===== src/rtl/alu_rr_scheduler.sv =====
// Two-requester round-robin front end sharing one ALU, with a single-entry
// result register (valid/ready) and per-requester saturating grant counters.
module alu_rr_scheduler #(
  parameter int N     = 16,
  parameter int CNT_W = 16
) (
  input  logic             clk,
  input  logic             rst,
  input  logic             s0_valid,
  output logic             s0_ready,
  input  logic [2:0]       s0_op,
  input  logic [N-1:0]     s0_a,
  input  logic [N-1:0]     s0_b,
  input  logic             s1_valid,
  output logic             s1_ready,
  input  logic [2:0]       s1_op,
  input  logic [N-1:0]     s1_a,
  input  logic [N-1:0]     s1_b,
  output logic             m_valid,
  input  logic             m_ready,
  output logic [N-1:0]     m_y,
  output logic [2:0]       m_op,
  output logic             m_src,
  output logic [CNT_W-1:0] cnt0,
  output logic [CNT_W-1:0] cnt1
);

  localparam logic [CNT_W-1:0] CNT_ONE = {{(CNT_W-1){1'b0}}, 1'b1};

  // Shared ALU; every result is truncated to N bits.
  function automatic logic [N-1:0] alu_eval(input logic [2:0] op,
                                            input logic [N-1:0] a,
                                            input logic [N-1:0] b);
    logic [N-1:0] r;
    case (op)
      3'b000:  r = a + b;
      3'b001:  r = a - b;
      3'b010:  r = a & b;
      3'b011:  r = a | b;
      3'b100:  r = a ^ b;
      3'b101:  r = {a[N-2:0], 1'b0};
      3'b110:  r = {1'b0, a[N-1:1]};
      default: r = a;
    endcase
    return r;
  endfunction

  // Counter increment that sticks at all-ones instead of wrapping.
  function automatic logic [CNT_W-1:0] sat_inc(input logic [CNT_W-1:0] c);
    return (&c) ? c : c + CNT_ONE;
  endfunction

  logic             last_grant;
  logic             slot_free;
  logic             gnt_vld;
  logic             gnt_idx;
  logic             accept;
  logic [2:0]       sel_op;
  logic [N-1:0]     sel_a;
  logic [N-1:0]     sel_b;

  logic             vld_p1;
  logic [N-1:0]     y_p1;
  logic [2:0]       op_p1;
  logic             src_p1;
  logic [CNT_W-1:0] cnt0_q;
  logic [CNT_W-1:0] cnt1_q;

  // Round-robin grant and operand select; readies are held low during reset
  // so no handshake can complete on a reset edge.
  always_comb begin
    slot_free = !vld_p1 || m_ready;
    gnt_vld   = s0_valid || s1_valid;
    if (s0_valid && s1_valid) gnt_idx = ~last_grant;
    else                      gnt_idx = s1_valid;
    s0_ready  = !rst && slot_free && gnt_vld && !gnt_idx;
    s1_ready  = !rst && slot_free && gnt_vld &&  gnt_idx;
    accept    = (s0_valid && s0_ready) || (s1_valid && s1_ready);
    sel_op    = gnt_idx ? s1_op : s0_op;
    sel_a     = gnt_idx ? s1_a  : s0_a;
    sel_b     = gnt_idx ? s1_b  : s0_b;
  end

  // ---- stage p1: result register, arbitration history, grant counters ----
  always_ff @(posedge clk) begin
    if (rst) begin
      vld_p1     <= 1'b0;
      y_p1       <= '0;
      op_p1      <= 3'b000;
      src_p1     <= 1'b0;
      last_grant <= 1'b1;
      cnt0_q     <= '0;
      cnt1_q     <= '0;
    end else if (accept) begin
      vld_p1     <= 1'b1;
      y_p1       <= alu_eval(sel_op, sel_a, sel_b);
      op_p1      <= sel_op;
      src_p1     <= gnt_idx;
      last_grant <= gnt_idx;
      if (gnt_idx) cnt1_q <= sat_inc(cnt1_q);
      else         cnt0_q <= sat_inc(cnt0_q);
    end else if (m_ready) begin
      vld_p1     <= 1'b0;
    end
  end

  assign m_valid = vld_p1;
  assign m_y     = y_p1;
  assign m_op    = op_p1;
  assign m_src   = src_p1;
  assign cnt0    = cnt0_q;
  assign cnt1    = cnt1_q;

endmodule


===== config.mk =====
export PLATFORM = sky130hd
export DESIGN_NAME = alu_rr_scheduler
export DESIGN_NICKNAME = d
export VERILOG_FILES = /design/src/rtl/alu_rr_scheduler.sv
export SDC_FILE = /design/constraint.sdc
export NUM_CORES = 1
export LEC_CHECK = 0
export ABC_CLOCK_PERIOD_IN_PS = 12900
export CORE_MARGIN = 3
export CORE_UTILIZATION = 30
export CTS_CLUSTER_DIAMETER = 30
export DETAILED_ROUTE_END_ITERATION = 10
export RECOVER_POWER = 100
export SLEW_MARGIN = 20
export SYNTH_ARGS = -nofsm -noshare
export SYNTH_HDL_FRONTEND = slang
export SYNTH_SLANG_ARGS = --single-unit
export TNS_END_PERCENT = 1

===== constraint.sdc =====
create_clock -name clk -period 12.9 [get_ports clk]
set_input_delay 2.58 -clock clk [delete_from_list [all_inputs] [get_ports clk]]
set_output_delay 2.58 -clock clk [all_outputs]
set_load 0.02 [all_outputs]

# Word level (Yosys, flattened, before mapping)
# Index checks and enable logic that the tools add are counted.
# totals
memories,0
out_inout_bits,55
register_bits,54
ramBits,0
mem_bits_ro,0
elab_cells,50
latch_bits,0
# op_classes
eq_ne,6
n_mul,0
n_addsub,4
reduce_logical,19
shifts,0
muxes,7
n_lt_le_gt_ge,0
n_bitwise,7
div,0
# ops
cell,count
$pmux W16 S7,1
$add A16 B1 Y16 const B,2
$mux W16,2
$reduce_and A16 Y1,2
$add A16 B16 Y16,1
$and A16 B16 Y16,1
$or A16 B16 Y16,1
$sub A16 B16 Y16,1
$xor A16 B16 Y16,1
$eq A3 B3 Y1 const B,3
$logic_and A1 B1 Y1,7
$eq A3 B2 Y1 const B,2
$reduce_and A3 Y1,2
$not A1 Y1,4
$eq A3 B1 Y1 const B,1
$logic_not A1 Y1,3
$logic_not A3 Y1,1
$logic_or A1 B1 Y1,3
$mux W1,3
$mux W3,1
$reduce_bool A2 Y1,1

# Longest topological paths before layout
# Gate-level depths: netlist of the first run.
# logic_depth
depth_word,8
ltp_mapped,20
ltp_nobuf,16

# Worst setup path after synthesis of the first run
# Ideal clock, no wire load.
# synth_timing
kind,input-to-reg
from,input s1_valid
to,"register y_p1[13], in the netlist m_y[13]"
n_path_buf,4
stages,20
required_time_ps,12762
arrival_ps,5848
path_slack_ps,6914
setup_time_ps,138
path_cell_list,a21bo_1 -> buf_6 -> buf_12 -> buf_6 -> buf_4 -> nand2_1 -> and2_1 -> ha_1 -> o211a_1 -> and3_1 -> nor2_1 -> xnor2_1 -> ha_1 -> and2_1 -> nand2_1 -> a211oi_1 -> o211ai_1 -> mux2i_1 -> a2111oi_1 -> a311oi_1
# synth_via
elab_chain_cells,6
# synth_lines
element,line,text
from (decl),14,"input logic s1_valid,"
"parallel branches: the longest is 6 deep, another holds $sub A16 B16 Y16",n/a,
to (signal assigned),96,"y_p1 <= alu_eval(sel_op, sel_a, sel_b);"
to (decl),63,logic [N-1:0] y_p1;
# Parallel ways; which one is timed is not known.
# A chain may end at the register's enable or synchronous reset.

# Worst setup path after layout of the first run
# layout_timing
from,input s0_valid
to,"register y_p1[13], in the netlist m_y[13]"
# layout_via
elab_chain_cells,6
# layout_lines
element,line,text
from (decl),9,"input logic s0_valid,"
"parallel branches: the longest is 6 deep, another holds $sub A16 B16 Y16",n/a,
# Parallel ways; which one is timed is not known.

==> results of run 1 <==
-- per-layer routing --
layer / wire [um] / global-route usage
met5: 0 / 0
met4: 324 / 0.0448
met2: 7530 / 0.271
met3: 918 / 0.0252
met1: 8140 / 0.240
-- cells by family (layout without fill, tap and decap cells) --
| family | Yosys count | count (layout) |
|---|---|---|
| simple gates | 225 | 225 |
| compound gates | 178 | 178 |
| mux | 40 | 40 |
| fa+ha+maj | 49 | 49 |
| flops | 54 | 54 |
| buf+inv | 67 | 180 |
| xor+xnor | 53 | 53 |
-- critical path, stage by stage --
cell and delay (ns):
dlygate4sd3_1 0.66, a21bo_1 1.76, mux2_1 0.78, nor3_1 1.14, a31oi_1 0.11, xnor2_1 0.19, ha_1 0.35, a21o_1 0.23
a31oi_1 0.23, a211oi_1 0.16, o211ai_1 0.28, mux2i_1 0.11, a2111oi_0 0.46, a311oi_1 0.08
-- state kept, by name (all words and copies together), names as in the netlist --
register    flops
cnt0           16
cnt1           16
m_y            16
m_op            3
last_grant      1
m_src           1
m_valid         1
-- metrics by stage --
| stage | area (um2) | total power [mW] |
|---|---|---|
| 2_1_floorplan | 5310 | 0.378 |
| 3_3_place_gp | 6740 | 0.473 |
| 3_5_place_dp | 6740 | 0.473 |
| 4_1_cts | 6910 | 0.637 |
| 5_1_grt | 6870 | 0.671 |
| 6_report | 6870 | 0.628 |
-- path summary, 6_finish.rpt --
path / to / startpoint / slack [ns] / cells after the start
min: m_y[14] / m_y[14] / 0.46 / 2
max reg2reg: m_y[13] / last_grant / 6.45 / 13
min reg2reg: m_y[14] / m_y[14] / 0.46 / 2
max: m_y[13] / s0_valid / 3.90 / 14
-- cell usage after synthesis (all sizes together) (2+ instances only) --
| library cell | instances | area, um2 |
|---|---|---|
| and2 | 7 | 45.1 |
| mux2 | 4 | 48.8 |
| o211a | 2 | 20.0 |
| xnor2 | 25 | 226 |
| clkbuf | 12 | 45.0 |
| o21ai | 42 | 210 |
| or3 | 6 | 42.5 |
| and4 | 2 | 17.5 |
| nand2b | 3 | 18.8 |
| a21o | 9 | 67.6 |
| o221ai | 7 | 61.3 |
| a22o | 5 | 43.8 |
| a211oi | 10 | 75.1 |
| a21boi | 2 | 18.8 |
| nor4 | 5 | 31.3 |
| and3 | 12 | 80.1 |
| o211ai | 11 | 82.6 |
| xor2 | 28 | 245 |
| nand3 | 26 | 135 |
| or2 | 2 | 12.5 |
| a22oi | 6 | 45.0 |
| a2111oi | 2 | 18.8 |
| ha | 48 | 601 |
| mux2i | 36 | 458 |
| nor3 | 17 | 101 |
| or4 | 5 | 41.3 |
| a221oi | 7 | 67.6 |
| o31ai | 4 | 30.0 |
| dfxtp | 54 | 1080 |
| o2111ai | 2 | 17.5 |
| nor2b | 3 | 26.3 |
| a21oi | 44 | 224 |
| o21a | 2 | 15.0 |
| nand4 | 11 | 68.8 |
| nor2 | 70 | 268 |
| buf | 19 | 145 |
| nand2 | 52 | 195 |
| a31oi | 6 | 37.5 |
| inv | 36 | 135 |
| o22ai | 8 | 56.3 |
-- power by group through the flow --
| stage | clock, mW | sequential (mW) | combinational [mW] |
|---|---|---|---|
| final | 0.161 | 0.182 | 0.284 |
| after global routing | 0.172 | 0.184 | 0.314 |
| after CTS | 0.166 | 0.183 | 0.288 |
| after detailed placement | 0 | 0.187 | 0.286 |
| after global placement | 0 | 0.187 | 0.286 |
| after floorplan | 0 | 0.197 | 0.181 |
-- cell type report --
cell class / count / area share
repair buffers: 136 / 0.195
multi-input cells: 545 / 0.563
clock buffers: 5 / 0.0182
flip-flops and latches: 54 / 0.157
well taps: 220 / 0.0401
inverters: 36 / 0.0197
clock inverters: 3 / 0.00711
==> run_results.csv, run 1 <==
group,metric,value,unit
outcome,status,"finished, violations left",
outcome,violations,"capacitance limit, slew limit",
clocking,cts.reportedPaths.clkPinSlew,0.07,ns
synthesis,synth_top_family_by_area,"compound AO/OA/AOI/OAI gates",
clocking,tritoncts,"built",
routing,drt_pre_antenna_iters,6,
clocking,cts_made_buffers,5,
sta,period_needed,9.00,ns
synthesis,synth_cells,666,
synthesis,synthAdderAreaFrac,0.117,
die,dieArea,0.0193,mm2
sta,fmax,111,MHz
synthesis,synth_compound_area_frac,0.223,
pwr,p_sw,0.235,mW
place,io_buffers,129,
worst_setup_path,critPathArrivalTime,9.15,ns
worst_setup_path,criticalPathCategory,"input port to flip-flop",
clocking,clk-insertion-delay-late,0.30,ns
cells_and_area,mostFrequentLayoutCell,"clkdlybuf4s50_1",
place,place_hpwl,13000,um
die,die_h,139,um
sta,finalHoldViolations,0,
synthesis,synth-edff-count,0,
die,coreArea,0.0169,mm2
synthesis,synth.yosys.seq_area_share,0.204,
clocking,cts_hold_buf,0,
synthesis,synthSimpleGateAreaFrac,0.210,
sta,slew_violations,84,
synthesis,syn-cell-area,0.00531,mm2
synthesis,synth-async-reset-ratio,0,
cells_and_area,utilization,0.405,
routing,drc,0,
pwr,p_leak,2.92,nW
sta,relSlewSlack,-0.585,
sta,whs,0.465,ns
routing,vias_per_cell,5.28,
global_route,grt_use_total,0.170,
cells_and_area,multi_input_area,0.00386,mm2
cells_and_area,num-nets-final,902,
worst_setup_path,endpoint_kind,"flip-flop",
cells_and_area,nFillCells,1774,
synthesis,synth_xor_area_frac,0.0889,
min_path,hold_class,"flip-flop to flip-flop",
place,placedCellCount,991,
synthesis,syn_nets,790,
die,start_util,0.313,
cells_and_area,final_cell_count_no_fill,999,
clocking,cts_root_buffer,"clkbuf_16",
sta,finalWorstSetupSlack,3.90,ns
cells_and_area,syn_to_final_growth,29.4,%
sta,setup_violations,0,
die,floorplan.rows,47,
synthesis,avgSynthCellArea,7.97,um2
pwr,combPwrFrac,0.452,
pwr,ir_drop,0.0000500,V
sta,rsz0062_at_grt,"false",
routing,wl_per_cell,16.9,um
cells_and_area,diodes,0,
cells_and_area,drive_gt1_frac,0.0578,
global_route,grt_max_degree,44,
worst_setup_path,worstPathRequired,13.05,ns
synthesis,synth.area.mux_share,0.0955,
cells_and_area,seqCellArea,0.00108,mm2
routing,wl,16900,um
synthesis,synth_flop_cell,"dfxtp_1",
routing,vias,5279,
synthesis,ys_seq_elements,54,
sta,tns,0,ns
worst_setup_path,critPathMaxFanout,43,
clocking,htree_levels,2,
synthesis,synth_cell_types,79,
sta,post-route-period-util,0.698,
pwr,power_frac_seq,0.291,
die,ios,130,
cells_and_area,final_cell_mix,"clkdlybuf4s50_1 (72), nor2_1 (68), dlygate4sd3_1 (57)",
place,pre_cts_ws,5.48,ns
worst_setup_path,cp-start-kind,"input port",
sta,worstMarginPinSlew,2.38,ns
flow_run,maxCapViolCount,2,
clocking,clkSinkCount,54,
global_route,antenna_found_initial,0,
pwr,clkPwrFrac,0.257,
clocking,post-cts-setup-buffers,0,
synthesis,ys_warn_count,0,
die,die_w,139,um
pwr,netSwitchingFraction,0.375,
global_route,grt_pass1_wl,27100,um
place,place_congestion,0.912,
routing,first_iter_violations,345,
clocking,cts_buffer_depth,2,
pwr,power_density,91.4,mW/mm2
routing,ant_nets,0,
sta,finClkSkew,0.00780,ns
global_route,first_global_vias,5099,
clocking,cts-resized-gates,0,
pwr,power.internal,0.392,mW
global_route,grt_overflow_total,0,
(Power assumes the default switching activity.)
==> run 2: changes to the inputs <==
--- a/config.mk
+++ b/config.mk
@@ -5,7 +5,7 @@
 export SDC_FILE = /design/constraint.sdc
 export NUM_CORES = 1
 export LEC_CHECK = 0
-export ABC_CLOCK_PERIOD_IN_PS = 12900
+export ABC_CLOCK_PERIOD_IN_PS = 8000
 export CORE_MARGIN = 3
 export CORE_UTILIZATION = 30
 export CTS_CLUSTER_DIAMETER = 30
==> constraint.sdc (replaced) <==
create_clock -name clk -period 8 [get_ports clk]
set_input_delay 1.6 -clock clk [delete_from_list [all_inputs] [get_ports clk]]
set_output_delay 1.6 -clock clk [all_outputs]
set_load 0.02 [all_outputs]
==> run_results.csv, run 2 (synthesis results as in run 1) <==
group,metric,value,unit
min_path,hold_class,"flip-flop to flip-flop",
global_route,grt_overflow_total,0,
clocking,clkSinkCount,54,
sta,rsz0062_at_grt,"false",
place,placedCellCount,992,
global_route,grt_use_total,0.170,
cells_and_area,nFillCells,1777,
sta,tns,0,ns
die,die_h,139,um
clocking,cts_made_buffers,5,
die,coreArea,0.0169,mm2
sta,relSlewSlack,-0.142,
sta,worstMarginPinSlew,1.71,ns
cells_and_area,multi_input_area,0.00388,mm2
clocking,cts.reportedPaths.clkPinSlew,0.07,ns
cells_and_area,seqCellArea,0.00108,mm2
cells_and_area,diodes,0,
cells_and_area,syn_to_final_growth,29.9,%
min_path,holdPathStages,1,
clocking,post-cts-setup-buffers,0,
sta,post-route-period-util,0.831,
place,io_buffers,129,
cells_and_area,drive_gt1_frac,0.0590,
pwr,ir_drop,0.000115,V
die,dieArea,0.0193,mm2
cells_and_area,final_cell_count_no_fill,1000,
place,place_congestion,0.897,
clocking,tritoncts,"built",
clocking,cts_buffer_depth,2,
cells_and_area,num-nets-final,903,
sta,whs,0.456,ns
die,floorplan.rows,47,
cells_and_area,mostFrequentLayoutCell,"clkdlybuf4s50_1",
clocking,cts_hold_buf,0,
worst_setup_path,endpoint_kind,"flip-flop",
worst_setup_path,worstPathRequired,8.15,ns
pwr,power_density,147,mW/mm2
clocking,clk-insertion-delay-late,0.30,ns
routing,drt_pre_antenna_iters,5,
clocking,cts-resized-gates,0,
routing,wl_per_cell,16.6,um
min_path,hp-start,"m_src",
routing,ant_nets,0,
worst_setup_path,r2r-start,"last_grant",
flow_run,maxCapViolCount,1,
global_route,antenna_found_initial,0,
sta,finalHoldViolations,0,
sta,setup_violations,0,
routing,wl,16600,um
clocking,htree_levels,2,
worst_setup_path,cp-start-kind,"input port",
routing,drc,0,
outcome,status,"finished, violations left",
outcome,violations,"capacitance limit, slew limit",
min_path,whs_endpoint,"m_src",
routing,vias_per_cell,5.31,
worst_setup_path,criticalPathCategory,"input port to flip-flop",
pwr,p_leak,2.94,nW
clocking,cts_root_buffer,"clkbuf_16",
place,place_hpwl,13100,um
worst_setup_path,reg2reg_slack,2.97,ns
cells_and_area,final_cell_mix,"clkdlybuf4s50_1 (72), nor2_1 (68), dlygate4sd3_1 (57)",
sta,slew_violations,40,
global_route,grt_max_degree,40,
worst_setup_path,rr_worst_depth,13,
worst_setup_path,critPathArrivalTime,6.80,ns
die,ios,130,
global_route,first_global_vias,5233,
sta,period_needed,6.65,ns
sta,fmax,150,MHz
routing,vias,5309,
die,start_util,0.313,
routing,first_iter_violations,412,
die,die_w,139,um
worst_setup_path,critPathMaxFanout,12,
sta,finClkSkew,0.00795,ns
global_route,grt_pass1_wl,27300,um
worst_setup_path,reg2reg_to,"m_y[13]",
==> run 2: area by class of cell <==
| type | count | area share |
|---|---|---|
| inverter | 36 | 0.0196 |
| timing repair buffer | 137 | 0.195 |
| clock buffer | 5 | 0.0182 |
| clock inverter | 3 | 0.00708 |
| sequential | 54 | 0.157 |
| tap | 220 | 0.0399 |
| multi-input combinational | 545 | 0.563 |
==> run 2: per-layer routing <==
layer  GRT usage  up-vias  wire length (um)
met3      0.0338       15               885
met4      0.0381        0               218
li1            -     2655                 -
met1       0.233     2478              7910
met5           0        -                 0
met2       0.279      161              7610
==> run 2: power by group <==
group          total [mW]  switching [mW]  leakage, nW  internal, mW
Combinational       0.456           0.258         2.41         0.198
Clock               0.260           0.110       0.0819         0.150
Sequential          0.294         0.00969        0.440         0.285
==> run 2: how the worst max path moves through the flow <==
stage,start,end,slack [ns],cells past startpoint
2_1_floorplan,s1_valid,m_y[13],2.99,20
3_3_place_gp,s0_valid,m_y[13],1.80,16
3_5_place_dp,s1_valid,m_y[13],1.75,14
4_1_cts,s1_valid,m_y[13],2.04,14
5_1_grt,s1_valid,m_y[13],0.90,14
6_report,s1_valid,m_y[13],1.35,14
==> run 2: metrics by stage <==
stage	instance area, um2	util	worst slack [ns]	power, mW
2_1_floorplan	5310	-	2.99	0.610
3_3_place_gp	6750	0.398	1.80	0.761
3_5_place_dp	6750	0.398	1.75	0.761
4_1_cts	6920	0.409	2.04	1.03
5_1_grt	6890	0.407	0.902	1.08
6_report	6890	0.407	1.35	1.01
==> run 2: worst max-delay path: stages <==
cell and delay (ns):
dlygate4sd3_1 0.64, a21boi_2 0.59, mux2_1 0.62, nor3_1 1.18
a31oi_1 0.12, xnor2_1 0.19, ha_1 0.36, a21o_1 0.18
a31oi_1 0.07, a211oi_1 0.39, o211ai_1 0.19, mux2i_1 0.14
a2111oi_0 0.44, a311oi_1 0.08
==> run 3: changes to the inputs <==
--- a/config.mk
+++ b/config.mk
@@ -5,7 +5,7 @@
 export SDC_FILE = /design/constraint.sdc
 export NUM_CORES = 1
 export LEC_CHECK = 0
-export ABC_CLOCK_PERIOD_IN_PS = 8000
+export ABC_CLOCK_PERIOD_IN_PS = 5800
 export CORE_MARGIN = 3
 export CORE_UTILIZATION = 30
 export CTS_CLUSTER_DIAMETER = 30
==> constraint.sdc (replaced) <==
create_clock -name clk -period 5.8 [get_ports clk]
set_input_delay 1.16 -clock clk [delete_from_list [all_inputs] [get_ports clk]]
set_output_delay 1.16 -clock clk [all_outputs]
set_load 0.02 [all_outputs]
==> run_results.csv, run 3 (synthesis results as in run 1) <==
group,metric,value,unit
outcome,status,"finished, violations left",
outcome,violations,"capacitance limit, slew limit",
routing,vias,5334,
worst_setup_path,r2r-start,"last_grant",
sta,worstMarginPinSlew,1.70,ns
global_route,grt_overflow_total,0,
global_route,grt_max_degree,40,
flow_run,maxCapViolCount,1,
worst_setup_path,worstPathRequired,4.64,ns
routing,wl,17200,um
place,placedCellCount,999,
global_route,antenna_found_initial,0,
cells_and_area,num-nets-final,910,
die,floorplan.rows,47,
die,ios,130,
global_route,grt_use_total,0.173,
clocking,cts_root_buffer,"clkbuf_16",
cells_and_area,diodes,0,
sta,finalWorstSetupSlack,0.492,ns
worst_setup_path,cp-start-kind,"input port",
sta,post-route-period-util,0.915,
cells_and_area,utilization,0.411,
cells_and_area,final_cell_count_no_fill,1007,
die,die_h,139,um
sta,relSlewSlack,-0.132,
cells_and_area,final_cell_mix,"clkdlybuf4s50_1 (72), nor2_1 (68), dlygate4sd3_1 (57)",
routing,drc,0,
sta,slew_violations,40,
clocking,cts_buffer_depth,2,
sta,rsz0062_at_grt,"false",
min_path,hold_class,"flip-flop to flip-flop",
global_route,first_global_vias,5196,
clocking,cts_hold_buf,0,
place,place_hpwl,13500,um
place,postPlaceCellArea,0.00680,mm2
clocking,htree_levels,2,
pwr,ir_drop,0.000119,V
routing,wl_per_cell,17.1,um
routing,vias_per_cell,5.30,
sta,whs,0.451,ns
place,io_buffers,129,
clocking,cts_made_buffers,5,
die,start_util,0.313,
min_path,hp-start,"m_src",
sta,tns,0,ns
clocking,clk-insertion-delay-late,0.30,ns
routing,drt_pre_antenna_iters,5,
clocking,cts-resized-gates,0,
clocking,post-cts-setup-buffers,0,
place,pre_cts_ws,0.403,ns
pwr,total_power,1.41,mW
worst_setup_path,criticalPathCategory,"input port to output port",
sta,fmax,188,MHz
cells_and_area,syn_to_final_growth,31.1,%
cells_and_area,drive_gt1_frac,0.0699,
worst_setup_path,critPathMaxFanout,39,
worst_setup_path,crit_start,"rst",
pwr,p_leak,2.98,nW
sta,finalHoldViolations,0,
cells_and_area,final_area,0.00695,mm2
routing,first_iter_violations,339,
place,place_congestion,0.969,
sta,setup_violations,0,
sta,period_needed,5.31,ns
clocking,clkSinkCount,54,
clocking,tritoncts,"built",
sta,finClkSkew,0.00734,ns
die,coreArea,0.0169,mm2
global_route,grt_pass1_wl,27600,um
routing,ant_nets,0,
worst_setup_path,endpoint_kind,"output port",
die,die_w,139,um
pwr,power_density,203,mW/mm2
clocking,cts.reportedPaths.clkPinSlew,0.07,ns
worst_setup_path,critPathArrivalTime,4.15,ns
cells_and_area,mostFrequentLayoutCell,"clkdlybuf4s50_1",
die,dieArea,0.0193,mm2
[run 3: cell count changes in the layout (fill, tap and decap cells not counted), sizes merged]
cell	delta
buf	+7
clkbuf	+1
clkinvlp	-1
[run 3: worst paths after layout]
path | depth (start not counted) | slack, ns | end
max | 4 | 0.49 | s1_ready
max reg2reg | 13 | 1.72 | m_y[13]
min | 1 | 0.45 | m_src
min reg2reg | 1 | 0.45 | m_src
[run 3: layout make-up]
cell class	count	area (um2)
fill	1793	9980
tap	220	275
timing repair buffer	144	1400
clock buffer	6	139
inverter	36	135
clock inverter	2	38.8
multi-input combinational	545	3890
sequential	54	1080
[run 3: critical path, cell delays in order]
cell and delay [ns]:
dlygate4sd3_1 0.52, clkbuf_1 1.22, nor3_1 0.45, dlygate4sd3_1 0.79
[run 3: power by group]
| part | total (mW) | internal [mW] | switching (mW) |
|---|---|---|---|
| Combinational | 0.641 | 0.278 | 0.363 |
| Sequential | 0.406 | 0.393 | 0.0133 |
| Clock | 0.365 | 0.218 | 0.148 |
| Total | 1.41 | 0.888 | 0.524 |
[run 3: layer usage]
layer	vias to the layer above	GRT usage	part of all wire
met1	2497	0.238	0.48
met4	0	0.0371	0.012
li1	2666	-	-
met5	-	0	0
met3	16	0.0293	0.052
met2	155	0.287	0.46
